## src/rtl/paddle_pkg.sv

```systemverilog
// Shared types and elaboration helpers for the paddle array controller.
package paddle_pkg;

  typedef enum logic [1:0] {StIdle, StSlow, StFast} state_e;
  typedef enum logic [1:0] {DirNone, DirDec, DirInc} dir_e;

  // Largest legal left-edge coordinate for a paddle of the given length.
  function automatic int unsigned max_left(input int unsigned field_max,
                                           input int unsigned len);
    return field_max - len + 1;
  endfunction

  function automatic int unsigned hold_width(input int unsigned accel_ticks);
    return ($clog2(accel_ticks + 1) < 1) ? 1 : $clog2(accel_ticks + 1);
  endfunction

endpackage

```

## src/rtl/paddle_channel.sv

```systemverilog
// One paddle: button synchroniser, slow/fast motion FSM and saturating position register.
module paddle_channel
  import paddle_pkg::*;
#(
  parameter int unsigned POS_W       = 9,
  parameter int unsigned MAX_LEFT    = 200,
  parameter int unsigned INIT_POS    = 100,
  parameter int unsigned PADDLE_LEN  = 40,
  parameter int unsigned SPEED_SLOW  = 1,
  parameter int unsigned SPEED_FAST  = 3,
  parameter int unsigned ACCEL_TICKS = 8
) (
  input  logic             clock,
  input  logic             reset,
  input  logic             tick_i,
  input  logic             freeze_i,
  input  logic             recenter_i,
  input  logic             btn_dec_i,
  input  logic             btn_inc_i,
  output logic [POS_W-1:0] pos_left_o,
  output logic [POS_W-1:0] pos_centre_o,
  output logic             moving_o,
  output logic             at_min_o,
  output logic             at_max_o
);

  localparam int unsigned      HoldW      = hold_width(ACCEL_TICKS);
  localparam logic [HoldW-1:0] HoldAccel  = HoldW'(ACCEL_TICKS);
  localparam logic [POS_W:0]   MaxLeftExt = (POS_W + 1)'(MAX_LEFT);

  logic [1:0]       dec_sync_q, inc_sync_q;
  state_e           state_q, state_d;
  dir_e             dir_q, dir_d, dir_in, move_dir;
  logic             move_fast;
  logic [HoldW-1:0] hold_q, hold_d;
  logic [POS_W-1:0] pos_q, pos_d;
  logic [POS_W:0]   pos_ext, step_ext, sum_ext;

  always_ff @(posedge clock) begin
    if (reset) begin
      dec_sync_q <= '0;
      inc_sync_q <= '0;
      state_q    <= StIdle;
      dir_q      <= DirNone;
      hold_q     <= '0;
      pos_q      <= POS_W'(INIT_POS);
    end else begin
      dec_sync_q <= {dec_sync_q[0], btn_dec_i};
      inc_sync_q <= {inc_sync_q[0], btn_inc_i};
      state_q    <= state_d;
      dir_q      <= dir_d;
      hold_q     <= hold_d;
      pos_q      <= pos_d;
    end
  end

  // Both buttons pressed cancel out.
  always_comb begin
    case ({inc_sync_q[1], dec_sync_q[1]})
      2'b10:   dir_in = DirInc;
      2'b01:   dir_in = DirDec;
      default: dir_in = DirNone;
    endcase
  end

  always_comb begin
    state_d   = state_q;
    dir_d     = dir_q;
    hold_d    = hold_q;
    move_dir  = DirNone;
    move_fast = 1'b0;
    if (recenter_i || freeze_i) begin
      state_d = StIdle;
      dir_d   = DirNone;
      hold_d  = '0;
    end else if (tick_i) begin
      if (dir_in == DirNone) begin
        state_d = StIdle;
        dir_d   = DirNone;
        hold_d  = '0;
      end else if (state_q == StIdle || dir_in != dir_q) begin
        // Fresh press or reversal always restarts at slow speed.
        move_dir = dir_in;
        dir_d    = dir_in;
        hold_d   = HoldW'(1);
        state_d  = (ACCEL_TICKS <= 1) ? StFast : StSlow;
      end else if (state_q == StSlow) begin
        move_dir = dir_in;
        hold_d   = hold_q + 1'b1;
        if (hold_d >= HoldAccel) state_d = StFast;
      end else begin
        move_dir  = dir_in;
        move_fast = 1'b1;
      end
    end
  end

  // Widened by one bit so the saturation tests cannot wrap.
  always_comb begin
    pos_ext  = {1'b0, pos_q};
    step_ext = move_fast ? (POS_W + 1)'(SPEED_FAST) : (POS_W + 1)'(SPEED_SLOW);
    sum_ext  = pos_ext + step_ext;
    pos_d    = pos_q;
    if (recenter_i) begin
      pos_d = POS_W'(INIT_POS);
    end else if (move_dir == DirDec) begin
      pos_d = (pos_ext < step_ext) ? '0 : POS_W'(pos_ext - step_ext);
    end else if (move_dir == DirInc) begin
      pos_d = (sum_ext > MaxLeftExt) ? POS_W'(MAX_LEFT) : sum_ext[POS_W-1:0];
    end
  end

  assign pos_left_o   = pos_q;
  assign pos_centre_o = pos_q + POS_W'(PADDLE_LEN / 2) - POS_W'(1);
  assign moving_o     = (state_q != StIdle);
  assign at_min_o     = (pos_q == '0);
  assign at_max_o     = (pos_q == POS_W'(MAX_LEFT));

endmodule

```

## src/rtl/paddle_array_ctrl.sv

```systemverilog
// Paddle array: shared frame tick divider, control fan-out and per-paddle output packing.
module paddle_array_ctrl
  import paddle_pkg::*;
#(
  parameter int unsigned NUM_PADDLES = 2,
  parameter int unsigned POS_W       = 9,
  parameter int unsigned FIELD_MAX   = 239,
  parameter int unsigned PADDLE_LEN  = 40,
  parameter int unsigned INIT_POS    = 100,
  parameter int unsigned TICK_DIV    = 833333,
  parameter int unsigned SPEED_SLOW  = 1,
  parameter int unsigned SPEED_FAST  = 3,
  parameter int unsigned ACCEL_TICKS = 8
) (
  input  logic                         clock,
  input  logic                         reset,
  input  logic [NUM_PADDLES-1:0]       btn_dec_i,
  input  logic [NUM_PADDLES-1:0]       btn_inc_i,
  input  logic                         freeze_i,
  input  logic                         recenter_i,
  output logic [NUM_PADDLES*POS_W-1:0] pos_left_o,
  output logic [NUM_PADDLES*POS_W-1:0] pos_centre_o,
  output logic [NUM_PADDLES-1:0]       moving_o,
  output logic [NUM_PADDLES-1:0]       at_min_o,
  output logic [NUM_PADDLES-1:0]       at_max_o
);

  localparam int unsigned MaxLeft = max_left(FIELD_MAX, PADDLE_LEN);
  localparam int unsigned TickW   = (TICK_DIV > 1) ? $clog2(TICK_DIV) : 1;

  if (PADDLE_LEN > FIELD_MAX + 1 || INIT_POS > MaxLeft || SPEED_SLOW < 1 ||
      SPEED_FAST < SPEED_SLOW || TICK_DIV < 1) begin : g_param_check
    $fatal(1, "paddle_array_ctrl: illegal parameter combination");
  end

  logic [TickW-1:0] tick_cnt_q, tick_cnt_d;
  logic             tick;

  // Free-running: freeze and recenter do not disturb the frame phase.
  assign tick       = (tick_cnt_q == TickW'(TICK_DIV - 1));
  assign tick_cnt_d = tick ? '0 : tick_cnt_q + 1'b1;

  always_ff @(posedge clock) begin
    if (reset) tick_cnt_q <= '0;
    else       tick_cnt_q <= tick_cnt_d;
  end

  for (genvar i = 0; i < NUM_PADDLES; i++) begin : g_chan
    paddle_channel #(
      .POS_W      (POS_W),
      .MAX_LEFT   (MaxLeft),
      .INIT_POS   (INIT_POS),
      .PADDLE_LEN (PADDLE_LEN),
      .SPEED_SLOW (SPEED_SLOW),
      .SPEED_FAST (SPEED_FAST),
      .ACCEL_TICKS(ACCEL_TICKS)
    ) u_chan (
      .clock       (clock),
      .reset       (reset),
      .tick_i      (tick),
      .freeze_i    (freeze_i),
      .recenter_i  (recenter_i),
      .btn_dec_i   (btn_dec_i[i]),
      .btn_inc_i   (btn_inc_i[i]),
      .pos_left_o  (pos_left_o[i*POS_W +: POS_W]),
      .pos_centre_o(pos_centre_o[i*POS_W +: POS_W]),
      .moving_o    (moving_o[i]),
      .at_min_o    (at_min_o[i]),
      .at_max_o    (at_max_o[i])
    );
  end

endmodule

```

## config.mk

```make
export PLATFORM = sky130hd
export DESIGN_NAME = paddle_array_ctrl
export DESIGN_NICKNAME = d
export VERILOG_FILES = /design/src/rtl/paddle_pkg.sv /design/src/rtl/paddle_channel.sv /design/src/rtl/paddle_array_ctrl.sv
export SDC_FILE = /design/constraint.sdc
export NUM_CORES = 1
export LEC_CHECK = 0
export CORE_ASPECT_RATIO = 0.75
export CORE_UTILIZATION = 45
export CTS_BUF_LIST = sky130_fd_sc_hd__clkbuf_2 sky130_fd_sc_hd__clkbuf_4 sky130_fd_sc_hd__clkbuf_8
export CTS_CLUSTER_DIAMETER = 30
export DETAILED_ROUTE_END_ITERATION = 10
export HOLD_SLACK_MARGIN = 0.1
export PLACE_DENSITY = 0.63
export SYNTH_ARGS = -nofsm -noshare
export SYNTH_HDL_FRONTEND = slang
export SYNTH_HIERARCHICAL = 1
export SYNTH_SLANG_ARGS = --single-unit
```

## constraint.sdc

```tcl
create_clock -name clock -period 11.8 [get_ports clock]
set_input_delay 2.95 -clock clock [delete_from_list [all_inputs] [get_ports clock]]
set_output_delay 2.95 -clock clock [all_outputs]
set_load 0.02 [all_outputs]
```

==> results of run 1 <==
-- cells in the final DEF (no fill, tap or decap), drive strengths merged, types with 6 or more instances in the layout --
cell type and count:
nor2 68, or2 6, nor4 10, nand3b 8, a21oi 32, inv 31
or3 14, clkdlybuf4s50 49, nand3 17, nand2 35, mux2i 13, o21ai 25
nor2b 14, xor2 9, dfxtp 62, and2 6, xnor2 26, nand4 6
ha 20, clkbuf 9, nor3 28, a221oi 6, and3 11
-- synthesized netlist by cell type, types with 10 or more instances --
library cell,count
sky130_fd_sc_hd__nor2_1,68
sky130_fd_sc_hd__dfxtp_1,62
sky130_fd_sc_hd__nand2_1,35
sky130_fd_sc_hd__a21oi_1,32
sky130_fd_sc_hd__inv_1,28
sky130_fd_sc_hd__nor3_1,28
sky130_fd_sc_hd__xnor2_1,26
sky130_fd_sc_hd__o21ai_0,25
sky130_fd_sc_hd__clkbuf_1,20
sky130_fd_sc_hd__ha_1,20
sky130_fd_sc_hd__nand3_1,15
sky130_fd_sc_hd__nor2b_1,14
sky130_fd_sc_hd__mux2i_1,13
sky130_fd_sc_hd__or3_1,12
sky130_fd_sc_hd__and3_1,11
sky130_fd_sc_hd__nor4_1,10
-- metrics by stage --
| step | cells | util, % | setup slack (ns) | cell area, um2 | hold slack (ns) |
|---|---|---|---|---|---|
| 2_1_floorplan | 544 | - | 6.55 | 4330 | 0.414 |
| 3_3_place_gp | 695 | 52.9 | 5.75 | 4870 | 0.420 |
| 3_5_place_dp | 695 | 52.9 | 5.67 | 4870 | 0.425 |
| 4_1_cts | 711 | 55.3 | 6.04 | 5090 | 0.444 |
| 5_1_grt | 711 | 55.3 | 5.75 | 5090 | 0.465 |
| 6_report | 711 | 55.3 | 6.00 | 5090 | 0.438 |
-- sequential cells by signal (all words and copies together) (netlist names) --
name,flops
g_chan.u_chan/dir_q,4
g_chan.u_chan/hold_q,8
tick_cnt_q,20
g_chan.u_chan/inc_sync_q,4
g_chan.u_chan/state_q,4
g_chan.u_chan/pos_left_o,18
g_chan.u_chan/dec_sync_q,4
-- cell type report --
| class | count | area, um2 |
|---|---|---|
| clock buffers | 9 | 124 |
| clock inverters | 7 | 97.6 |
| fillers | 895 | 4110 |
| inverters | 30 | 113 |
| multi-input cells | 425 | 2860 |
| flip-flops and latches | 62 | 1240 |
| well taps | 128 | 160 |
| repair buffers | 50 | 498 |
-- metal layers --
metal,wire (um),global-route usage (%),vias up
met2,4210,32.7,103
met1,5090,29.7,1822
li1,-,-,2013
met4,65,4.25,0
met3,491,5.64,6
met5,0,0,-
-- cell families after synthesis --
logic type      count (synthesis)  synth area share [%]
mux                            15                  3.53
simple gates                  241                  29.5
flops                          62                  28.7
fa+ha+maj                      24                  7.64
buf+inv                        57                  5.44
xor+xnor                       35                  7.09
compound gates                110                  18.1
-- worst max path at each step --
stage	startpoint	endpoint	slack [ns]	depth (start not counted)
2_1_floorplan	freeze_i	g_chan[0].u_chan/pos_left_o[6]	6.55	9
3_3_place_gp	freeze_i	g_chan[0].u_chan/pos_left_o[6]	5.75	10
3_5_place_dp	recenter_i	g_chan[0].u_chan/pos_left_o[6]	5.67	10
4_1_cts	recenter_i	g_chan[0].u_chan/pos_left_o[6]	6.04	10
5_1_grt	recenter_i	g_chan[0].u_chan/pos_left_o[6]	5.75	10
6_report	recenter_i	g_chan[0].u_chan/pos_left_o[6]	6.00	10
-- power by group --
part / switching [mW] / internal (mW)
combinational: 0.00699 / 0.00606
sequential: 0.00187 / 0.211
clock: 0.0895 / 0.120
-- worst max-delay path, delay by kind of cell --
kind | cells | cell delay, ns
AO/OA/AOI/OAI | 5 | 1.56
adder cells (fa/ha/maj) | 1 | 0.38
buffers and inverters | 2 | 0.59
AND/OR/NAND/NOR | 2 | 0.55
==> results.md, run 1 <==
- Final worst path period share: 49.2%
- Die Span X: 115 um
- Quantity of hold-fixing buffers added after cts: 0
- Sequential-to-total area share from yosys stat: 28.7%
- Inserted Clock Buffers: 9
- Flip-flop cell with the highest count after synthesis: sky130_fd_sc_hd__dfxtp_1
- Number of vias after detailed routing: 3944
- H-tree depth: 3
- Antenna violations before repair: 0
- Syn avg cell area: 7.95 um2
- Largest cells by area after synthesis: sky130_fd_sc_hd__dfxtp_1, sky130_fd_sc_hd__nor2_1, sky130_fd_sc_hd__ha_1, sky130_fd_sc_hd__xnor2_1, sky130_fd_sc_hd__a21oi_1
- Final number of max-transition violations: 0
- Total global-route track usage: 21.2%
- Leakage: 1.84 nW
- Library cell occupying the most area in the post-synthesis netlist: sky130_fd_sc_hd__dfxtp_1
- Final Hold Vio Count: 0
- Hold Crit Start: g_chan[0].u_chan/inc_sync_q[0]
- Remaining DRCs: 0
- Worst hold-check path type: flip-flop to flip-flop
- Tightest Pin Transition: 0.743 ns
- Hold Crit Depth: 1
- Worst EP arrival: 6.04 ns
- RD Place Congestion: 0.873
- Outcome: finished clean
- Initial core utilization: 47.0%
- Worst IR Drop VDD: 0.0797 mV
- Depth of the most critical reg-to-reg path: 14
- Worst flop-to-flop path endpoint: g_chan[0].u_chan/pos_left_o[6]
- Reg-to-Reg Start: tick_cnt_q[12]
- Register-to-Register Setup Slack: 7.52 ns
- Cell with the biggest individual delay on the critical path: sky130_fd_sc_hd__a2111o_1
- First-pass GRT wire length: 16.9 mm
- Worst Setup Path Type: primary input to flip-flop
- Number of top-level pins: 50
- Cell Chain, Critical Path: clkdlybuf4s50_1 > nor3_1 > nand2_1 > ha_1 > a2111o_1 > o41ai_4 > inv_2 > a311o_1 > a211oi_1 > o21bai_1
- Number of port buffers: 49
- Number of cells produced by synthesis: 544
- Detailed-placement wirelength estimate: 7.08 mm
- Maximum number of pins on one net before global-route repair: 19
- Number of gates resized after CTS: 0
- Final antenna-violating net count: 0
- Die Footprint: 10000 um2
- Max incr delay on CP: 0.52 ns
- Pre-Repair DR Iteration Count: 5
- Worst setup skew after layout: 0.00642 ns
- Vias per std cell: 5.55
- Proportion of layout cells with a drive suffix above 1: 7.03%
- Number of buffers between clock root and the deepest sink: 2
- Clock root buffer: sky130_fd_sc_hd__clkbuf_8
- Kind of end point of the critical path: flip-flop
- N_diodes: 0
- Setup bufs post-CTS: 0
- Setup total negative slack: 0 ns
- Final setup violating endpoints: 0
- Distinct cell type count of the synthesized netlist: 60
- Clock period minus final worst setup slack: 5.80 ns
- Number of violations reported at the end of detailed-routing iteration 0: 200
- Total Routed Length: 9.86 mm
- Y dimension of the die: 86.9 um
- Post-route total power: 0.435 mW
- Kind of launch point of the worst setup path: primary input
- Synthesized Nets: 576
- Total standard cell area after synthesis: 4330 um2
- Number of core rows: 30
- Fraction of post-synthesis cell area in the top cell type by area: 28.7%
- Synth-to-Final Area Change: 17.6%
- Worst EP required: 12.03 ns
- Nets: 610
- Max-cap viol count: 0
- CTS tree: built
- Later-pin clock latency in the skew report: 0.34 ns
- Highest achievable clock rate: 0.172 GHz
- Flop and latch count out of synthesis: 62
- Sink count of the clock tree: 62
- Number of synthesis warnings: 6
- Worst hold path endpoint: g_chan[0].u_chan/inc_sync_q[1]
- Headroom to the max-slew limit: 50.5%
- Post-synth ARST share: 0%
- Vias in the first global route: 3532
- CP max FO: 6
- Remaining global-route overflow: 0
- Power Density: 85.5 nW/um2
- Setup repair after global routing missed its margin: no
- Wire length per cell after detailed routing: 13.9 um
- Core Area: 9200 um2
- Number of synthesized flops with an enable pin: 0
- Clock-pin slew on the worst setup and hold paths: 0.07 ns
(Power assumes the default switching activity.)
==> inputs of run 2 (changes only) <==
--- a/config.mk
+++ b/config.mk
@@ -11,7 +11,7 @@
 export CTS_CLUSTER_DIAMETER = 30
 export DETAILED_ROUTE_END_ITERATION = 10
 export HOLD_SLACK_MARGIN = 0.1
-export PLACE_DENSITY = 0.63
+export PLACE_DENSITY = 0.66
 export SYNTH_ARGS = -nofsm -noshare
 export SYNTH_HDL_FRONTEND = slang
 export SYNTH_HIERARCHICAL = 1
==> constraint.sdc (replaced) <==
create_clock -name clock -period 5 [get_ports clock]
set_input_delay 1.25 -clock clock [delete_from_list [all_inputs] [get_ports clock]]
set_output_delay 1.25 -clock clock [all_outputs]
set_load 0.02 [all_outputs]
==> results.md, run 2 (same netlist as run 1, synthesis figures left out) <==
- Outcome: finished clean
- Proportion of layout cells with a drive suffix above 1: 7.03%
- Number of top-level pins: 50
- Worst EP required: 5.24 ns
- Leakage: 1.85 nW
- Clock root buffer: sky130_fd_sc_hd__clkbuf_8
- Total Routed Length: 10.1 mm
- Quantity of hold-fixing buffers added after cts: 0
- Highest achievable clock rate: 0.236 GHz
- Worst Setup Path Type: flip-flop to flip-flop
- Final antenna-violating net count: 0
- Core Area: 9200 um2
- Leading cell type in the layout, fill and taps excluded: sky130_fd_sc_hd__nor2_1
- Nets: 610
- Worst hold-check path type: flip-flop to flip-flop
- Minimum setup slack after placement: 0.607 ns
- Number of buffers between clock root and the deepest sink: 2
- Final instance area: 5100 um2
- Final Hold Slack: 0.440 ns
- Fill cell total of the finished layout: 865
- Max-cap viol count: 0
- Maximum number of pins on one net before global-route repair: 19
- Vias in the first global route: 3617
- Sequential cell area: 1240 um2
- Area of placed instances: 4870 um2
- Final worst path period share: 84.8%
- Headroom to the max-slew limit: 50.8%
- H-tree depth: 3
- Wire length per cell after detailed routing: 14.3 um
- Worst setup skew after layout: 0.00914 ns
- Kind of end point of the critical path: flip-flop
- N_diodes: 0
- Synth-to-Final Area Change: 17.9%
- Antenna violations before repair: 0
- Utilization of the core after routing: 55.4%
- Y dimension of the die: 86.9 um
- Number of violations reported at the end of detailed-routing iteration 0: 300
- Kind of launch point of the worst setup path: flip-flop
- Vias per std cell: 5.55
- Post-route total power: 1.04 mW
- Clock period minus final worst setup slack: 4.24 ns
- Number of vias after detailed routing: 3948
- First-pass GRT wire length: 17.3 mm
- Final setup violating endpoints: 0
- CP max FO: 11
- Die Footprint: 10000 um2
- Clock-pin slew on the worst setup and hold paths: 0.08 ns
- Setup bufs post-CTS: 0
- Final number of max-transition violations: 0
- Setup repair after global routing missed its margin: no
- Leading cell types in the layout, fill and taps excluded: sky130_fd_sc_hd__nor2_1, sky130_fd_sc_hd__dfxtp_1, sky130_fd_sc_hd__clkdlybuf4s50_1
- Worst IR Drop VDD: 0.269 mV
- PnR worst setup slack: 0.759 ns
- Number of core rows: 30
- Remaining DRCs: 0
- Final Hold Vio Count: 0
- Number of placed cells counting well taps: 695
- RD Place Congestion: 0.850
- Later-pin clock latency in the skew report: 0.34 ns
- Max reg flops: 20
- Number of gates resized after CTS: 0
- Die Span X: 115 um
- Inserted Clock Buffers: 9
- Remaining global-route overflow: 0
- Setup total negative slack: 0 ns
- Final Non-Filler Cells: 711
- Number of port buffers: 49
- Worst EP arrival: 4.48 ns
- Initial core utilization: 47.0%
- CTS tree: built
- Pre-Repair DR Iteration Count: 5
- Sink count of the clock tree: 62
- Detailed-placement wirelength estimate: 7.36 mm
- Tightest Pin Transition: 0.738 ns
- Total global-route track usage: 21.8%
- Power Density: 205 nW/um2
- Most flop-heavy register: tick_cnt_q
- Combined area of the multi-input logic cells: 2860 um2
run 2: cell count changes in the layout (fill, tap and decap cells not counted):
cell	change
sky130_fd_sc_hd__clkinv_2	-1
sky130_fd_sc_hd__clkinvlp_4	-1
sky130_fd_sc_hd__clkinv_4	+1
sky130_fd_sc_hd__clkbuf_8	+1
run 2: worst paths after layout:
path | slack, ns | cells past startpoint | endpoint | start
worst max-delay path | 0.76 | 14 | g_chan[0].u_chan/pos_left_o[6] | tick_cnt_q[12]
worst min-delay path | 0.44 | 1 | g_chan[1].u_chan/inc_sync_q[1] | g_chan[1].u_chan/inc_sync_q[0]
worst max register to register | 0.76 | 14 | g_chan[0].u_chan/pos_left_o[6] | tick_cnt_q[12]
worst min register to register | 0.44 | 1 | g_chan[1].u_chan/inc_sync_q[1] | g_chan[1].u_chan/inc_sync_q[0]
run 2: where the power goes:
| group | switching, mW | internal, mW |
|---|---|---|
| Sequential | 0.00441 | 0.498 |
| Clock | 0.213 | 0.298 |
| Combinational | 0.0169 | 0.0144 |
| Total | 0.234 | 0.810 |
run 2: final cells by class:
| cell class | count | share of cell area (%) |
|---|---|---|
| Inverter | 30 | 2.21 |
| Multi-Input combinational cell | 425 | 56.0 |
| Tap cell | 128 | 3.14 |
| Clock buffer | 10 | 2.70 |
| Sequential cell | 62 | 24.3 |
| Clock inverter | 6 | 1.84 |
| Timing Repair Buffer | 50 | 9.77 |
run 2: critical path, cell delays in order (launching register included):
cell and delay, ns:
sky130_fd_sc_hd__dfxtp_1 0.43, sky130_fd_sc_hd__nand4_1 0.16, sky130_fd_sc_hd__or3b_1 0.46, sky130_fd_sc_hd__nor4_2 0.24, sky130_fd_sc_hd__buf_4 0.25, sky130_fd_sc_hd__inv_1 0.09, sky130_fd_sc_hd__nor3_1 0.28, sky130_fd_sc_hd__nand2_1 0.23
sky130_fd_sc_hd__ha_1 0.37, sky130_fd_sc_hd__a2111o_1 0.52, sky130_fd_sc_hd__o41ai_4 0.35, sky130_fd_sc_hd__inv_2 0.11, sky130_fd_sc_hd__a311o_1 0.32, sky130_fd_sc_hd__a211oi_1 0.23, sky130_fd_sc_hd__o21bai_1 0.08
run 2: per-layer routing:
metal	up-vias	GRT usage [%]	part of all wire (%)
met1	1811	30.7	50
met5	-	0	0
met4	0	5.55	1.2
met3	12	4.59	5.6
li1	2007	-	-
met2	118	33.8	43
==> inputs of run 3 (changes only) <==
==> constraint.sdc (replaced) <==
create_clock -name clock -period 3.9 [get_ports clock]
set_input_delay 0.975 -clock clock [delete_from_list [all_inputs] [get_ports clock]]
set_output_delay 0.975 -clock clock [all_outputs]
set_load 0.02 [all_outputs]
==> results.md, run 3 (same netlist as run 1, synthesis figures left out) <==
- Outcome: finished clean
- Core Area: 9200 um2
- Worst IR Drop VDD: 0.359 mV
- Total Routed Length: 10.5 mm
- H-tree depth: 3
- Y dimension of the die: 86.9 um
- Final worst path period share: 94.9%
- Reg-to-Reg Start: tick_cnt_q[12]
- Utilization of the core after routing: 57.7%
- Final Hold Slack: 0.437 ns
- Most flop-heavy register: tick_cnt_q
- Worst Setup Path Type: flip-flop to flip-flop
- Number of placed cells counting well taps: 720
- RD Place Congestion: 0.946
- CP max FO: 5
- Minimum setup slack after placement: 0.0235 ns
- Kind of end point of the critical path: flip-flop
- Depth of the most critical reg-to-reg path: 16
- Hold Crit Depth: 1
- Number of vias after detailed routing: 4073
- Initial core utilization: 47.0%
- Headroom to the max-slew limit: 51.8%
- Nets: 636
- Final instance area: 5310 um2
- Vias in the first global route: 3775
- Highest achievable clock rate: 0.270 GHz
- Worst hold-check path type: flip-flop to flip-flop
- CTS tree: built
- Final Non-Filler Cells: 737
- Number of violations reported at the end of detailed-routing iteration 0: 248
- Worst EP arrival: 3.99 ns
- Inserted Clock Buffers: 9
- Number of core rows: 30
- Final setup violating endpoints: 0
- Hold Crit Start: g_chan[0].u_chan/inc_sync_q[0]
- Worst hold path endpoint: g_chan[0].u_chan/inc_sync_q[1]
- Tightest Pin Transition: 0.723 ns
- Final antenna-violating net count: 0
- Remaining DRCs: 0
- Proportion of layout cells with a drive suffix above 1: 12.5%
- Wire length per cell after detailed routing: 14.2 um
- Clock root buffer: sky130_fd_sc_hd__clkbuf_8
- Detailed-placement wirelength estimate: 7.63 mm
- Clock period minus final worst setup slack: 3.70 ns
- Maximum number of pins on one net before global-route repair: 19
- PnR worst setup slack: 0.199 ns
- Clock-pin slew on the worst setup and hold paths: 0.08 ns
- Worst EP required: 4.19 ns
- Number of top-level pins: 50
- Register-to-Register Setup Slack: 0.20 ns
- Final number of max-transition violations: 0
- Number of port buffers: 49
- Power Density: 240 nW/um2
- Remaining global-route overflow: 0
- Kind of launch point of the worst setup path: flip-flop
- Worst setup skew after layout: 0.0123 ns
- First-pass GRT wire length: 18.1 mm
- Post-route total power: 1.27 mW
- Fill cell total of the finished layout: 877
- Worst flop-to-flop path endpoint: g_chan[1].u_chan/pos_left_o[3]
- Synth-to-Final Area Change: 22.8%
- Die Span X: 115 um
- Area of placed instances: 5060 um2
- N_diodes: 0
- Setup total negative slack: 0 ns
- Max-cap viol count: 0
- Vias per std cell: 5.53
- Setup repair after global routing missed its margin: yes
- Leading cell types in the layout, fill and taps excluded: sky130_fd_sc_hd__nor2_1, sky130_fd_sc_hd__dfxtp_1, sky130_fd_sc_hd__clkdlybuf4s50_1
- Antenna violations before repair: 0
- Leakage: 1.98 nW
- Pre-Repair DR Iteration Count: 5
- Final Hold Vio Count: 0
- Total global-route track usage: 22.5%
- Die Footprint: 10000 um2
- Max reg flops: 20
- Number of buffers between clock root and the deepest sink: 2
- Later-pin clock latency in the skew report: 0.34 ns
- Sink count of the clock tree: 62
- Leading cell type in the layout, fill and taps excluded: sky130_fd_sc_hd__nor2_1
## run 3: what timing repair did
| item | CTS | global route |
|---|---|---|
| hold buffers | 0 | 0 |
| buffers inserted | 0 | 1 |
| endpoints found under the setup margin | 0 | 16 |
| resized for setup | 0 | 9 |
## run 3: cell type report
class	count	area, um2	share of cell area (%)
Multi-Input combinational cell	425	2900	54.5
Clock inverter	6	70.1	1.32
Timing Repair Buffer	76	693	13.1
Sequential cell	62	1240	23.4
Inverter	30	113	2.12
Tap cell	128	160	3.02
Clock buffer	10	138	2.59
## run 3: where the power goes
| group | internal, mW | switching (mW) | total (mW) |
|---|---|---|---|
| Combinational | 0.0201 | 0.0235 | 0.0436 |
| Clock | 0.316 | 0.270 | 0.586 |
| Sequential | 0.639 | 0.00443 | 0.643 |
| Total | 0.975 | 0.298 | 1.27 |
## run 3: worst max path at each step
stage | startpoint | end
after floorplan | tick_cnt_q[9] | g_chan[0].u_chan/pos_left_o[6]
after global placement | freeze_i | g_chan[1].u_chan/pos_left_o[6]
after detailed placement | freeze_i | g_chan[1].u_chan/pos_left_o[3]
after CTS | tick_cnt_q[18] | g_chan[1].u_chan/pos_left_o[3]
after global routing | tick_cnt_q[9] | g_chan[1].u_chan/pos_left_o[3]
final | tick_cnt_q[12] | g_chan[1].u_chan/pos_left_o[3]
## run 3: critical path: stages (launching register included)
cell and delay, ns:
sky130_fd_sc_hd__dfxtp_1 0.35, sky130_fd_sc_hd__nand4_1 0.14, sky130_fd_sc_hd__or3b_4 0.46, sky130_fd_sc_hd__nor4_4 0.30, sky130_fd_sc_hd__inv_2 0.09, sky130_fd_sc_hd__nor3_2 0.19
sky130_fd_sc_hd__buf_4 0.14, sky130_fd_sc_hd__nand2_1 0.11, sky130_fd_sc_hd__buf_4 0.18, sky130_fd_sc_hd__fa_1 0.45, sky130_fd_sc_hd__buf_4 0.19, sky130_fd_sc_hd__nand2_1 0.06
sky130_fd_sc_hd__a21oi_1 0.06, sky130_fd_sc_hd__a211o_1 0.30, sky130_fd_sc_hd__a32o_2 0.29, sky130_fd_sc_hd__a22oi_1 0.21, sky130_fd_sc_hd__o31a_1 0.13
## run 3: layer usage
layer | track usage [%] | vias up | wire length (um)
met2 | 35.3 | 123 | 4640
met5 | 0 | - | 0
met4 | 5.67 | 0 | 62
met1 | 31.7 | 1885 | 5240
met3 | 4.18 | 7 | 561
li1 | - | 2058 | -
==> RTL edit: new RTL, flow settings as in run 2 <==
Encoding of `dir_e`: now one-hot (3 bits for 3 values).
--- a/src/rtl/paddle_pkg.sv
+++ b/src/rtl/paddle_pkg.sv
@@ -2,7 +2,7 @@
 package paddle_pkg;
 
   typedef enum logic [1:0] {StIdle, StSlow, StFast} state_e;
-  typedef enum logic [1:0] {DirNone, DirDec, DirInc} dir_e;
+  typedef enum logic [2:0] {DirNone = 3'b001, DirDec = 3'b010, DirInc = 3'b100} dir_e;
 
   // Largest legal left-edge coordinate for a paddle of the given length.
   function automatic int unsigned max_left(input int unsigned field_max,
Function: same outputs for any inputs over 10 cycles, from zero or initial values and one cycle with reset high; not proved beyond that.
==> RTL edit against run 2 <==
Sequential cell count grew 2; count of clock-buffer cells in the layout increased by 3; final cell count rose by 2.5%; power decreased by 2.7%; clock skew is 0.0021 ns lower; setup slack lost 0.31 ns; global-route usage about the same; hold slack got worse by 0.0012 ns; sequential power grew 3%; final area is 2.6% higher; clock power down 9.8%; wire length up 6.1%; synthesized area up 3.0%; largest power group is now registers.
==> RTL edit: results (changes against run 2) <==
outcome:
  status: "finished clean"  # unchanged
synthesis:
  yosysSeqAreaShare_pct: 28.8  # was 28.7%
  synth_area_leaders: "dfxtp_1 (29%), xnor2_1 (6.7%), ha_1 (5.1%)"  # was dfxtp_1 (29%), nor2_1 (5.9%), ha_1 (5.8%)
  synth-xor-area-share_pct: 8.65  # was 7.09%
  synth_mux_area_share_pct: 2.05  # was 3.53%
  synth_fa_ha_area_share_pct: 6.86  # was 7.64%
  synthTopCellsByCount: "dfxtp_1 (64), nor2_1 (57), nand2_1 (35)"  # was nor2_1 (68), dfxtp_1 (62), nand2_1 (35)
  synth-compound-area-share_pct: 17.9  # was 18.1%
global_route:
  grt_pass1_vias: 3629  # was 3,617
  grt_use_met2_pct: 31.5  # was 33.8%
  grt_max_degree: 21  # was 19
routing:
  drtIter0Drc: 345  # was 300
  post_drt_wl_per_cell_um: 14.8  # was 14.3 µm
  vias: 4157  # was 3,948
  viasPerCell: 5.70  # was 5.55
pwr:
  combPwrFrac_pct: 3.7  # was 3.0%
  powerDensity_mw_per_mm2: 194  # was 205 mW/mm²
  p_leak_uw: 0.00182  # was 0.00185 µW
  peakVddDrop_mv: 0.132  # was 0.269 mV
  pwr-share-clk_pct: 45.2  # was 48.9%
  internal_power_uw: 798  # was 810 µW
worst_setup_path:
  r2r_slack_ns: 0.45  # was 0.76 ns
  crit_path_max_fanout: 20  # was 11
  r2r-start: "tick_cnt_q[18]$_SDFF_PP0_"  # was tick_cnt_q[12]$_SDFF_PP0_
  crit_family: "simple AND/OR/NAND/NOR gates"  # was compound AO/OA/AOI/OAI gates
  r2r_end: "g_chan[1].u_chan/pos_left_o[1]$_SDFFE_PP0P_"  # was g_chan[0].u_chan/pos_left_o[6]$_SDFFE_PP1P_
  worst_path_largest_cell_delay_ns: 0.60  # was 0.52 ns
cells_and_area:
  nNetsFinal: 622  # was 610
  drive_gt1_share_pct: 7.37  # was 7.03%
sta:
  finClkSkew_ns: 0.00709  # was 0.00914 ns
  holdWs_ns: 0.439  # was 0.440 ns
min_path:
  min_to: "g_chan[0].u_chan/dec_sync_q[1]$_SDFF_PP0_"  # was g_chan[1].u_chan/inc_sync_q[1]$_SDFF_PP0_
  hp-start: "g_chan[0].u_chan/dec_sync_q[0]$_SDFF_PP0_"  # was g_chan[1].u_chan/inc_sync_q[0]$_SDFF_PP0_
place:
  place_congestion: 0.919  # was 0.850
  dp_hpwl_um: 7830  # was 7360 µm
-- RTL edit: cell types whose count changed after synthesis, sizes merged, moves of 5 or more --
cell    change
nor2       -11
buf         +9
mux2i       -5
nand2b      +8
nor3b       +5
and3        -7
clkbuf      -9
nor3        -8
xnor2       +8
o21ai       +7
o31ai       +5
-- RTL edit: cell families (layout without fill, tap and decap cells) --
family          Yosys count  after routing
compound gates          119            119
xor+xnor                 44             44
fa+ha+maj                22             22
buf+inv                  60            102
flops                    64             64
mux                       9              9
simple gates            237            237
-- RTL edit: area by class of cell --
type                    count  area, µm²  area share, %
flip-flops and latches     64       1280           24.5
clock buffers              13        166           3.18
inverters                  33        124           2.37
clock inverters             3       40.0          0.765
well taps                 132        165           3.16
multi-input cells         431       2930           56.1
repair buffers             53        520           9.95
-- RTL edit: per-layer routing --
metal  routed length (µm)  share of wire (%)
met1                 5360                 50
met2                 4500                 42
met3                  752                7.0
met4                  141                1.3
met5                    0                  0
